===== config.mk =====
export PLATFORM = sky130hd
export DESIGN_NAME = flash_adc_backend
export DESIGN_NICKNAME = d
export VERILOG_FILES = /design/src/rtl/adc_pkg.sv /design/src/rtl/therm2bin_enc.sv /design/src/rtl/flash_adc_backend.sv
export SDC_FILE = /design/constraint.sdc
export NUM_CORES = 1
export LEC_CHECK = 0
export BUFFER_PORTS_ARGS = -buffer_cell sky130_fd_sc_hd__buf_2
export CELL_PAD_IN_SITES_DETAIL_PLACEMENT = 1
export CELL_PAD_IN_SITES_GLOBAL_PLACEMENT = 1
export CORE_MARGIN = 4
export CORE_UTILIZATION = 27
export DETAILED_ROUTE_END_ITERATION = 10
export PLACE_DENSITY = 0.5
export SYNTH_ARGS = -nofsm -noshare
export SYNTH_HDL_FRONTEND = slang
export SYNTH_SLANG_ARGS = --single-unit

===== constraint.sdc =====
create_clock -name clk -period 5.45 [get_ports clk]
set_input_delay 1.09 -clock clk [delete_from_list [all_inputs] [get_ports clk]]
set_output_delay 1.09 -clock clk [all_outputs]
set_load 0.1 [all_outputs]

===== src/rtl/adc_pkg.sv =====
// Shared types and helpers for the flash ADC back-end.
// The optional min/max feature is enabled in the top by defining ADC_MINMAX_EN.
package adc_pkg;

  typedef enum logic [1:0] {
    IDLE,
    SETTLE,
    ACCUM
  } adc_state_e;

  // Comparator count for a given output resolution.
  function automatic int unsigned n_comp(input int unsigned bits);
    return (2 ** bits) - 1;
  endfunction

  function automatic logic maj3(input logic a, input logic b, input logic c);
    return (a & b) | (a & c) | (b & c);
  endfunction

endpackage


===== src/rtl/therm2bin_enc.sv =====
// Combinational thermometer-to-binary encoder with 3-input majority bubble correction.
// The correction pads the code with a virtual 1 below bit 0 and a virtual 0 above the top bit.
module therm2bin_enc
  import adc_pkg::*;
#(
  parameter int unsigned BITS = 4
) (
  input  logic [n_comp(BITS)-1:0] i_therm,
  output logic [BITS-1:0]         o_code
);

  localparam int unsigned N = n_comp(BITS);

  logic [N+1:0]    w_ext;
  logic [N-1:0]    w_corr;
  logic [BITS-1:0] w_count;

  always_comb begin
    w_ext   = {1'b0, i_therm, 1'b1};
    w_corr  = '0;
    w_count = '0;
    for (int i = 0; i < N; i++) begin
      w_corr[i] = maj3(w_ext[i], w_ext[i+1], w_ext[i+2]);
    end
    // Ones-count tops out at N = 2**BITS-1, so BITS bits always suffice.
    for (int i = 0; i < N; i++) begin
      w_count = w_count + BITS'(w_corr[i]);
    end
  end

  assign o_code = w_count;

endmodule


===== src/rtl/flash_adc_backend.sv =====
// Flash ADC back-end: synchronise, bubble-correct, encode, average and hand off results.
// Define ADC_MINMAX_EN to add per-window min_code/max_code outputs.
module flash_adc_backend
  import adc_pkg::*;
#(
  parameter int unsigned BITS          = 4,
  parameter int unsigned AVG_LOG2      = 2,
  parameter int unsigned SETTLE_CYCLES = 4
) (
  input  logic                    clk,
  input  logic                    rst,
  input  logic                    en,
  input  logic [n_comp(BITS)-1:0] therm_in,
  output logic [BITS-1:0]         out_data,
  output logic                    out_valid,
  input  logic                    out_ready,
  output logic                    overrun,
  output logic                    busy
`ifdef ADC_MINMAX_EN
  ,
  output logic [BITS-1:0]         min_code,
  output logic [BITS-1:0]         max_code
`endif
);

  localparam int unsigned N       = n_comp(BITS);
  localparam int unsigned AccW    = BITS + AVG_LOG2;
  localparam int unsigned WinLen  = 2 ** AVG_LOG2;
  localparam int unsigned CntMax  = (SETTLE_CYCLES > WinLen) ? SETTLE_CYCLES : WinLen;
  localparam int unsigned CntW    = $clog2(CntMax + 1);

  if (SETTLE_CYCLES < 3) begin : g_settle_chk
    $error("flash_adc_backend: SETTLE_CYCLES must be >= 3");
  end

  logic [N-1:0]    r_sync1, r_sync2;
  logic [BITS-1:0] w_code, r_code;
  adc_state_e      r_state, w_state_nxt;
  logic [CntW-1:0] r_cnt, w_cnt_nxt;
  logic [AccW-1:0] r_acc, w_acc_nxt, w_sum;
  logic [BITS-1:0] w_result;
  logic            w_win_end, w_load;
  logic [BITS-1:0] r_out_data;
  logic            r_out_valid, r_overrun, r_en_prev;

  therm2bin_enc #(
    .BITS (BITS)
  ) u_enc (
    .i_therm (r_sync2),
    .o_code  (w_code)
  );

  always_ff @(posedge clk) begin
    if (rst) begin
      r_sync1 <= '0;
      r_sync2 <= '0;
      r_code  <= '0;
    end else begin
      r_sync1 <= therm_in;
      r_sync2 <= r_sync1;
      r_code  <= w_code;
    end
  end

  always_comb begin
    w_state_nxt = r_state;
    w_cnt_nxt   = r_cnt;
    w_acc_nxt   = r_acc;
    w_win_end   = 1'b0;
    w_sum       = r_acc + AccW'(r_code);
    w_result    = w_sum[AccW-1:AVG_LOG2];
    if (!en) begin
      // Dropping enable abandons any partial window.
      w_state_nxt = IDLE;
      w_cnt_nxt   = '0;
      w_acc_nxt   = '0;
    end else begin
      unique case (r_state)
        IDLE: begin
          w_state_nxt = SETTLE;
          w_cnt_nxt   = '0;
          w_acc_nxt   = '0;
        end
        SETTLE: begin
          if (r_cnt == CntW'(SETTLE_CYCLES - 1)) begin
            w_state_nxt = ACCUM;
            w_cnt_nxt   = '0;
          end else begin
            w_cnt_nxt = r_cnt + 1'b1;
          end
        end
        ACCUM: begin
          if (r_cnt == CntW'(WinLen - 1)) begin
            w_win_end = 1'b1;
            w_cnt_nxt = '0;
            w_acc_nxt = '0;
          end else begin
            w_cnt_nxt = r_cnt + 1'b1;
            w_acc_nxt = w_sum;
          end
        end
        default: begin
          w_state_nxt = IDLE;
          w_cnt_nxt   = '0;
          w_acc_nxt   = '0;
        end
      endcase
    end
  end

  assign w_load = w_win_end & (~r_out_valid | out_ready);

  always_ff @(posedge clk) begin
    if (rst) begin
      r_state <= IDLE;
      r_cnt   <= '0;
      r_acc   <= '0;
    end else begin
      r_state <= w_state_nxt;
      r_cnt   <= w_cnt_nxt;
      r_acc   <= w_acc_nxt;
    end
  end

  always_ff @(posedge clk) begin
    if (rst) begin
      r_out_data  <= '0;
      r_out_valid <= 1'b0;
      r_overrun   <= 1'b0;
      r_en_prev   <= 1'b0;
    end else begin
      r_en_prev <= en;
      if (en && !r_en_prev) begin
        r_overrun <= 1'b0;
      end
      if (w_load) begin
        r_out_data  <= w_result;
        r_out_valid <= 1'b1;
      end else if (w_win_end) begin
        r_overrun <= 1'b1;
      end else if (r_out_valid && out_ready) begin
        r_out_valid <= 1'b0;
      end
    end
  end

`ifdef ADC_MINMAX_EN
  logic [BITS-1:0] r_run_min, r_run_max, w_min_nxt, w_max_nxt;
  logic [BITS-1:0] r_min_code, r_max_code;

  always_comb begin
    w_min_nxt = (r_code < r_run_min) ? r_code : r_run_min;
    w_max_nxt = (r_code > r_run_max) ? r_code : r_run_max;
  end

  always_ff @(posedge clk) begin
    if (rst) begin
      r_run_min  <= '1;
      r_run_max  <= '0;
      r_min_code <= '0;
      r_max_code <= '0;
    end else begin
      if (en && (r_state == ACCUM) && !w_win_end) begin
        r_run_min <= w_min_nxt;
        r_run_max <= w_max_nxt;
      end else begin
        r_run_min <= '1;
        r_run_max <= '0;
      end
      if (w_load) begin
        r_min_code <= w_min_nxt;
        r_max_code <= w_max_nxt;
      end
    end
  end

  assign min_code = r_min_code;
  assign max_code = r_max_code;
`endif

  assign out_data  = r_out_data;
  assign out_valid = r_out_valid;
  assign overrun   = r_overrun;
  assign busy      = (r_state != IDLE);

endmodule

==> out/results.ini, run 1 <==
[synthesis]
synth_top_area_share_pct=44.5
synthCells=229
async_flop_share_pct=0
synth-seq-area-share_pct=44.5
syn-cell-area_sq_mm=0.00234
synth-seq-cells=52
synth.area.top_cells=dfxtp_1 (45%), ha_1 (9.1%), nor2b_1 (8.8%)
synth_edf_count=0
synth_warnings=0
synth_area_leader_cell=dfxtp_1
ys.flop_type=dfxtp_1
syn_avg_cell_area_sq_um=10.2
ys_types=32
syn_nets=275

[min_path]
hold_path_depth=1
hp-class=flip-flop to flip-flop
min_to=r_cnt[0]$_SDFF_PP0_
hp-start=r_cnt[0]$_SDFF_PP0_

[setup_path]
end_kind=flip-flop
worst-path-buf-inv=2
regToRegSetupSlack_ns=1.31
slowest_delay_ns=0.55
timing.rr.end=r_code[2]$_SDFF_PP0_
crit_chain=maj3_1 > ha_1 > inv_1 > fa_1 > fa_1 > fa_1 > fa_1 > inv_1 > ha_1 > fa_1 > xnor2_1 > nor2_1
crit_top_cell=fa_1
rr_startpoint=r_sync2[1]$_SDFF_PP0_
cpMaxStageDelayCell=fa_1
cp.arrival_ns=4.30
critPathRequiredTime_ns=5.61
reg2reg_depth=12
worstSetupPathType=flip-flop to flip-flop
start_kind=flip-flop
crit_fanout=4
path_delay_family=adder cells

[cts]
cts_sinks=52
post_cts_buffers=0
cts_hold_buf=0
clk_path_buf_depth=2
cts_resized=0
clk_latency_ns=0.31
cts_buffers=5
cts-htree-levels=2
root_buffer=clkbuf_8
cts_tree=yes
clk_pin_slew_ns=0.10

[placement]
place_hpwl_um=3180
placed_cell_area_sq_mm=0.00257
portBuffers=25
place_ws_ns=1.30
routabilityCongestion=0.687

[sta]
finalWorstSetupSlack_ns=1.31
tightest_slew_ns=0.805
min_period_over_period_pct=75.9
final-hold-violation-count=0
skew_ns=0.0115
finalSetupViolations=0
grt_setup_unrepaired=no
clock.fmax_ghz=0.242
holdWs_ns=0.427
setup_tns_ns=0
slew_viol_final=0
fin_crit_ns=4.14
maxSlewHeadroom_pct=46.3

[power]
clockPowerShare_pct=37.7
combPwrFrac_pct=8.5
power.leakage_nw=1.22
power_density_mw_per_mm2=278
p_seq_share_pct=53.8
switchingPower_uw=174
ir_worst_vdd_mv=0.0920
p_int_uw=573
swShare_pct=23.3

[routing]
drt-total-wl_um=4340
vias=1607
ant_nets=0
drtIter0Drc=33
dr.pass1.iters=4
avgRoutedWirePerCell_um=12.0
via_per_inst=4.46
route.detailed.drc=0

[floorplanning]
die_area_sq_mm=0.0102
die_h_um=101
ioPinCount=26
start_util_pct=28.2
num_rows=33
coreArea_sq_mm=0.00830
die_w_um=101

[global_route]
grtUsageMet2_pct=14.5
gr-usage-met3_pct=2.35
grt.met1_usage_pct=12.1
globalRouteOverflowTotal=0
grt-busiest-layer=met2
grt_max_degree=48
grt_pass1_wl_um=7480
grt_pass1_vias=1665
antenna_found_initial=0
grt_usage_pct=9.41

[final_layout]
final_core_util_pct=32.4
area_delta_synth_final_pct=15.0
drive_above_1_share_pct=14.1
final_area_sq_mm=0.00269
fillers=937
final_nets=300
antenna_cells=0

[run_status]
status=finished, final reports clean

[job]
drv_cap=0

metrics by stage:
step	power [mW]	std cells
after detailed placement	0.476	352
after global placement	0.474	352
final	0.746	360
after global routing	0.787	360
after CTS	0.766	360
after floorplan	0.457	229
placed cells by master, fill, tap and decap left out, types with 2 or more instances in the layout:
cell and instances:
nand4_1 2, buf_2 25, nor2_1 12, nand2b_1 2
a211oi_1 2, nor3b_1 2, dfxtp_1 52, xnor2_1 2
nand4b_1 3, a21o_1 11, fa_1 10, nand3_1 6
or4_1 6, nand3b_1 3, inv_1 19, a21oi_1 10
ha_1 17, mux2i_1 2, nor2b_1 33, nand2_1 3
o21ai_0 10, maj3_1 5, clkbuf_8 6
cell families (layout without fill, tap and decap cells):
logic type | after synthesis | in the layout | share of synthesized area (%)
and+or+nand+nor | 77 | 77 | 19.5
DFF | 52 | 52 | 44.5
AOI/OAI and AO/OA | 37 | 37 | 9.96
adders and majority gates | 32 | 32 | 19.8
buffers and inverters | 26 | 52 | 4.18
xor gates and xnor gates | 3 | 3 | 1.12
muxes | 2 | 2 | 0.857
state kept, by name (all words and copies together) (netlist names):
signal     cells
out_valid      1
r_sync2       15
r_sync1       15
out_data       4
r_en_prev      1
r_code         4
r_cnt          3
r_acc          6
r_state        2
overrun        1
cell type report:
type / instances / area (sq um) / share of cell area, %
Clock buffer: 6 / 82.6 / 3.07
Clock inverter: 2 / 38.8 / 1.44
Inverter: 19 / 71.3 / 2.65
Multi-Input combinational cell: 151 / 1200 / 44.6
Sequential cell: 52 / 1040 / 38.7
Tap cell: 105 / 131 / 4.89
Timing Repair Buffer: 25 / 125 / 4.65
worst max path at each step:
| stage | slack (ns) | cells after the start | startpoint | to |
|---|---|---|---|---|
| final | 1.31 | 12 | r_sync2[1]$_SDFF_PP0_ | r_code[2]$_SDFF_PP0_ |
| after CTS | 1.26 | 12 | r_sync2[1]$_SDFF_PP0_ | r_code[2]$_SDFF_PP0_ |
| after global routing | 1.12 | 12 | r_sync2[1]$_SDFF_PP0_ | r_code[2]$_SDFF_PP0_ |
| after global placement | 1.40 | 12 | r_sync2[1]$_SDFF_PP0_ | r_code[2]$_SDFF_PP0_ |
| after floorplan | 1.52 | 12 | r_sync2[1]$_SDFF_PP0_ | r_code[2]$_SDFF_PP0_ |
| after detailed placement | 1.30 | 12 | r_sync2[1]$_SDFF_PP0_ | r_code[2]$_SDFF_PP0_ |
routing by layer:
metal  share of wire [%]  vias to the layer above
met1                  51                      768
met2                  45                       19
met5                   0                        -
li1                    -                      813
met4                 1.8                        0
met3                 2.7                        7
Yosys cell counts (all sizes together), types with 3 or more instances:
library cell	instances
inv	19
fa	10
nand2	3
nand3	6
clkbuf	7
a21o	12
ha	17
o21ai	10
dfxtp	52
nand3b	3
or4	6
nor2b	33
nor2	12
maj3	5
a21oi	10
nand4b	3
power by group through the flow:
stage	combinational [mW]	sequential (mW)	clock, mW
finish	0.0636	0.401	0.282
global route	0.0729	0.404	0.310
CTS	0.0661	0.402	0.298
detailed placement	0.0658	0.411	0
global placement	0.0635	0.410	0
floorplan	0.0482	0.408	0
Power figures use the tool's default switching activity.
==> run 2, diff against run 1 <==
Clock period 5.45 ns to 4.3 ns, I/O delays scaled along.
==> out/results.ini, run 2 (same netlist as run 1, synthesis figures left out) <==
[run_status]
status=finished, final reports clean

[power]
clockPowerShare_pct=37.7  ; about the same
ir_worst_vdd_mv=0.116  ; +27%
power_density_mw_per_mm2=352  ; +27%
p_int_uw=726  ; +27%
switchingPower_uw=220  ; +26%
swShare_pct=23.2  ; -0.044 points
p_seq_share_pct=53.8  ; about the same
combPwrFrac_pct=8.5  ; about the same
power.leakage_nw=1.22  ; about the same
power_uw=945  ; +27%

[global_route]
antenna_found_initial=0  ; unchanged
grt_pass1_wl_um=7470  ; -0.19%
globalRouteOverflowTotal=0  ; unchanged
grt_max_degree=48  ; unchanged
grt_pass1_vias=1662  ; -0.18%
grt_usage_pct=9.40  ; -0.014 points

[sta]
finalSetupViolations=0  ; unchanged
min_period_over_period_pct=95.4  ; +20 points
maxSlewHeadroom_pct=45.9  ; -0.39 points
clock.fmax_ghz=0.244  ; +0.77%
tightest_slew_ns=0.811  ; +0.00583 ns
slew_viol_final=0  ; unchanged
fin_crit_ns=4.10  ; -0.0315 ns
holdWs_ns=0.427  ; -0.0000660 ns
final-hold-violation-count=0  ; unchanged
grt_setup_unrepaired=no
skew_ns=0.0112  ; -0.000345 ns
setup_tns_ns=0  ; unchanged

[cts]
clk_path_buf_depth=2  ; unchanged
cts_resized=0  ; unchanged
clk_latency_ns=0.31  ; about the same
root_buffer=clkbuf_8
cts_buffers=5  ; unchanged
post_cts_buffers=0  ; unchanged
cts-htree-levels=2  ; unchanged
cts_hold_buf=0  ; unchanged
cts_tree=yes
cts_sinks=52  ; unchanged
clk_pin_slew_ns=0.10  ; about the same

[setup_path]
crit_fanout=4  ; unchanged
cp.arrival_ns=4.27  ; -0.03 ns
rr_startpoint=r_sync2[1]$_SDFF_PP0_
critPathRequiredTime_ns=4.46  ; -1.15 ns
timing.rr.end=r_code[2]$_SDFF_PP0_
start_kind=flip-flop
reg2reg_depth=12  ; unchanged
regToRegSetupSlack_ns=0.20  ; -1.12 ns
end_kind=flip-flop
worstSetupPathType=flip-flop to flip-flop

[final_layout]
final_nets=300  ; unchanged
instances_no_fill=360  ; unchanged
antenna_cells=0  ; unchanged
layout.cells.most_common=dfxtp_1
drive_above_1_share_pct=14.1  ; unchanged
final_cell_mix=dfxtp_1 (52), nor2b_1 (33), buf_2 (25)
reg_top3=r_sync1 x15, r_sync2 x15, r_acc x6
final_area_sq_mm=0.00269  ; unchanged
area_delta_synth_final_pct=15.0  ; unchanged

[min_path]
hold_path_depth=1  ; unchanged
hp-start=r_cnt[0]$_SDFF_PP0_
hp-class=flip-flop to flip-flop
min_to=r_cnt[0]$_SDFF_PP0_

[placement]
portBuffers=25  ; unchanged
dp.cells=352  ; unchanged
place_hpwl_um=3180  ; about the same
routabilityCongestion=0.687  ; about the same
placed_cell_area_sq_mm=0.00257  ; unchanged

[floorplanning]
start_util_pct=28.2  ; unchanged
die_area_sq_mm=0.0102  ; unchanged
die_h_um=101  ; unchanged
coreArea_sq_mm=0.00830  ; unchanged
die_w_um=101  ; unchanged
ioPinCount=26  ; unchanged
num_rows=33  ; unchanged

[routing]
route.detailed.drc=0  ; unchanged
drt-total-wl_um=4330  ; -0.14%
drtIter0Drc=29  ; -12%
dr.pass1.iters=4  ; unchanged
vias=1600  ; -0.44%
via_per_inst=4.44  ; -0.44%
avgRoutedWirePerCell_um=12.0  ; -0.14%
ant_nets=0  ; unchanged

[job]
drv_cap=0  ; unchanged

[run 2: cell counts in the layout (fill, tap and decap cells not counted)]
No cell type changed its count.
[run 2: metal layers]
layer	vias to the layer above	global-route usage, %	part of all wire (%)	routed length (um)
li1	812	-	-	-
met4	0	4.91	1.8	78
met1	760	12.1	51	2190
met5	-	0	0	0
met3	7	2.35	2.8	122
met2	21	14.5	45	1940
[run 2: per-stage QoR]
stage | utilization, % | worst slack (ns)
floorplan | - | 0.368
global placement | 30.9 | 0.251
detailed placement | 30.9 | 0.147
CTS | 32.4 | 0.111
global route | 32.4 | 0.00974
finish | 32.4 | 0.196
[run 2: cell type report]
type | count | area, sq um
clock buffers | 6 | 82.6
clock inverters | 2 | 38.8
fillers | 937 | 5610
flip-flops and latches | 52 | 1040
inverters | 19 | 71.3
multi-input cells | 151 | 1200
repair buffers | 25 | 125
well taps | 105 | 131
[run 2: power groups by stage]
stage | clock (mW) | combinational, mW | sequential, mW
after floorplan | 0 | 0.0610 | 0.518
after global placement | 0 | 0.0805 | 0.520
after detailed placement | 0 | 0.0834 | 0.520
after CTS | 0.377 | 0.0838 | 0.509
after global routing | 0.393 | 0.0920 | 0.512
final | 0.357 | 0.0801 | 0.509
[run 2: worst max path at each step]
stage                               start  cells after the start                    to  slack, ns
floorplan           r_sync2[1]$_SDFF_PP0_                     12  r_code[2]$_SDFF_PP0_       0.37
global placement    r_sync2[1]$_SDFF_PP0_                     12  r_code[2]$_SDFF_PP0_       0.25
detailed placement  r_sync2[1]$_SDFF_PP0_                     12  r_code[2]$_SDFF_PP0_       0.15
CTS                 r_sync2[1]$_SDFF_PP0_                     12  r_code[2]$_SDFF_PP0_       0.11
global route        r_sync2[1]$_SDFF_PP0_                     12  r_code[2]$_SDFF_PP0_       0.01
finish              r_sync2[1]$_SDFF_PP0_                     12  r_code[2]$_SDFF_PP0_       0.20
[run 2: critical path, cell delays in order, from the launching register on]
cell and delay (ns):
dfxtp_1 0.34, maj3_1 0.35, ha_1 0.28, inv_1 0.05, fa_1 0.51, fa_1 0.56, fa_1 0.44, fa_1 0.55
inv_1 0.05, ha_1 0.22, fa_1 0.39, xnor2_1 0.15, nor2_1 0.06
==> run 3, diff against run 2 <==
Settings changed: GPL_TIMING_DRIVEN from default to 0.
Clock period 4.3 ns to 4.6 ns, I/O delays scaled along.
==> out/results.ini, run 3 (same netlist as run 1, synthesis figures left out) <==
[floorplanning]
die_area_sq_mm=0.0102  ; unchanged
start_util_pct=28.2  ; unchanged
die_w_um=101  ; unchanged
ioPinCount=26  ; unchanged
die_h_um=101  ; unchanged
coreArea_sq_mm=0.00830  ; unchanged
num_rows=33  ; unchanged

[global_route]
grt_max_degree=18  ; -63%
globalRouteOverflowTotal=0  ; unchanged
antenna_found_initial=0  ; unchanged
grt_pass1_vias=1663  ; +0.060%
grt_pass1_wl_um=7800  ; +4.5%
grt_usage_pct=9.68  ; +0.28 points

[power]
ir_worst_vdd_mv=0.108  ; -7.3%
power.leakage_nw=1.21  ; -1.1%
power_density_mw_per_mm2=304  ; -13%

[final_layout]
antenna_cells=0  ; unchanged
register_area_sq_mm=0.00104  ; unchanged
reg_top3=r_sync1 x15, r_sync2 x15, r_acc x6
layout.cells.most_common=dfxtp_1
final_area_sq_mm=0.00269  ; about the same
area_delta_synth_final_pct=14.9  ; about the same
final_cell_mix=dfxtp_1 (52), nor2b_1 (33), buf_2 (25)
drive_above_1_share_pct=13.7  ; -0.38 points
final_nets=307  ; +2.3%
multiInputGateArea_sq_mm=0.00120  ; unchanged
fillers=953  ; +1.7%

[cts]
cts-htree-levels=2  ; unchanged
cts_sinks=52  ; unchanged
cts_resized=0  ; unchanged
root_buffer=clkbuf_8
cts_hold_buf=0  ; unchanged
clk_path_buf_depth=2  ; unchanged
cts_tree=yes
post_cts_buffers=0  ; unchanged
clk_latency_ns=0.30  ; about the same
clk_pin_slew_ns=0.10  ; about the same
cts_buffers=5  ; unchanged

[sta]
finalWorstSetupSlack_ns=0.533  ; +0.337 ns
holdWs_ns=0.426  ; -0.000298 ns
final-hold-violation-count=0  ; unchanged
setup_tns_ns=0  ; unchanged
grt_setup_unrepaired=no
min_period_over_period_pct=88.4  ; -7.0 points
fin_crit_ns=4.07  ; -0.0367 ns
maxSlewHeadroom_pct=65.0  ; +19 points
clock.fmax_ghz=0.246  ; +0.90%
slew_viol_final=0  ; unchanged
finalSetupViolations=0  ; unchanged
tightest_slew_ns=0.525  ; -0.286 ns
skew_ns=0.00625  ; -0.00490 ns

[routing]
via_per_inst=4.37  ; -1.6%
drt-total-wl_um=4460  ; +3.0%
avgRoutedWirePerCell_um=12.2  ; +1.1%
vias=1605  ; +0.31%
ant_nets=0  ; unchanged
dr.pass1.iters=4  ; unchanged
route.detailed.drc=0  ; unchanged
drtIter0Drc=40  ; +38%

[placement]
place_hpwl_um=3530  ; +11%
routabilityCongestion=0.717  ; +4.4%
portBuffers=25  ; unchanged
placed_cell_area_sq_mm=0.00259  ; +1.0%
place_ws_ns=0.504  ; +0.357 ns

[setup_path]
end_kind=flip-flop
crit_fanout=4  ; unchanged
critPathRequiredTime_ns=4.78  ; +0.32 ns
start_kind=flip-flop
worstSetupPathType=flip-flop to flip-flop
cp.arrival_ns=4.25  ; -0.02 ns

[run_status]
status=finished, final reports clean

[job]
drv_cap=0  ; unchanged

[min_path]
hp-class=flip-flop to flip-flop

run 3: cell types whose count changed in the layout (fill, tap and decap cells not counted), sizes merged:
cell,delta
clkinvlp,+2
bufinv,-1
clkbuf,+6
run 3: final cells by class:
| type | instances | area share [%] |
|---|---|---|
| plain buffers | 7 | 0.978 |
| clock buffers | 5 | 2.56 |
| clock inverters | 3 | 0.885 |
| inverters | 19 | 2.65 |
| multi-input cells | 151 | 44.6 |
| flip-flops and latches | 52 | 38.8 |
| well taps | 105 | 4.89 |
| repair buffers | 25 | 4.66 |
run 3: worst max-delay path, stage by stage (launching register included):
cell and delay (ns):
dfxtp_1 0.34, maj3_1 0.35, ha_1 0.28, inv_1 0.05
fa_1 0.51, fa_1 0.52, fa_1 0.45, fa_1 0.51
inv_1 0.07, ha_1 0.29, a21o_1 0.17, a21oi_1 0.18
xor2_1 0.16, nor2_1 0.05
run 3: final timing paths:
path	cells past startpoint	slack (ns)	from	endpoint
hold / removal	1	0.43	r_cnt[0]$_SDFF_PP0_	r_cnt[0]$_SDFF_PP0_
hold reg to reg	1	0.43	r_cnt[0]$_SDFF_PP0_	r_cnt[0]$_SDFF_PP0_
setup / recovery	13	0.53	r_sync2[1]$_SDFF_PP0_	r_code[3]$_SDFF_PP0_
setup reg to reg	13	0.53	r_sync2[1]$_SDFF_PP0_	r_code[3]$_SDFF_PP0_
run 3: power breakdown:
part           leakage [nW]  switching (mW)  total, mW  internal, mW
clock network        0.0404           0.157      0.265         0.108
logic                 0.744          0.0423     0.0764        0.0341
registers             0.426         0.00918      0.476         0.467
total                  1.21           0.208      0.817         0.609
run 3: per-stage QoR:
step	utilization (%)	total power [mW]	instances
after floorplan	-	0.541	229
after global placement	31.3	0.565	359
after detailed placement	31.3	0.566	359
after CTS	32.4	0.839	367
after global routing	32.4	0.863	367
final	32.4	0.817	367
run 3: per-layer routing:
layer	vias to the layer above	routed length, um	track usage, %
met5	-	0	0
met4	0	64	3.68
li1	828	-	-
met3	5	120	1.94
met1	752	2270	13.3
met2	20	2010	14.9
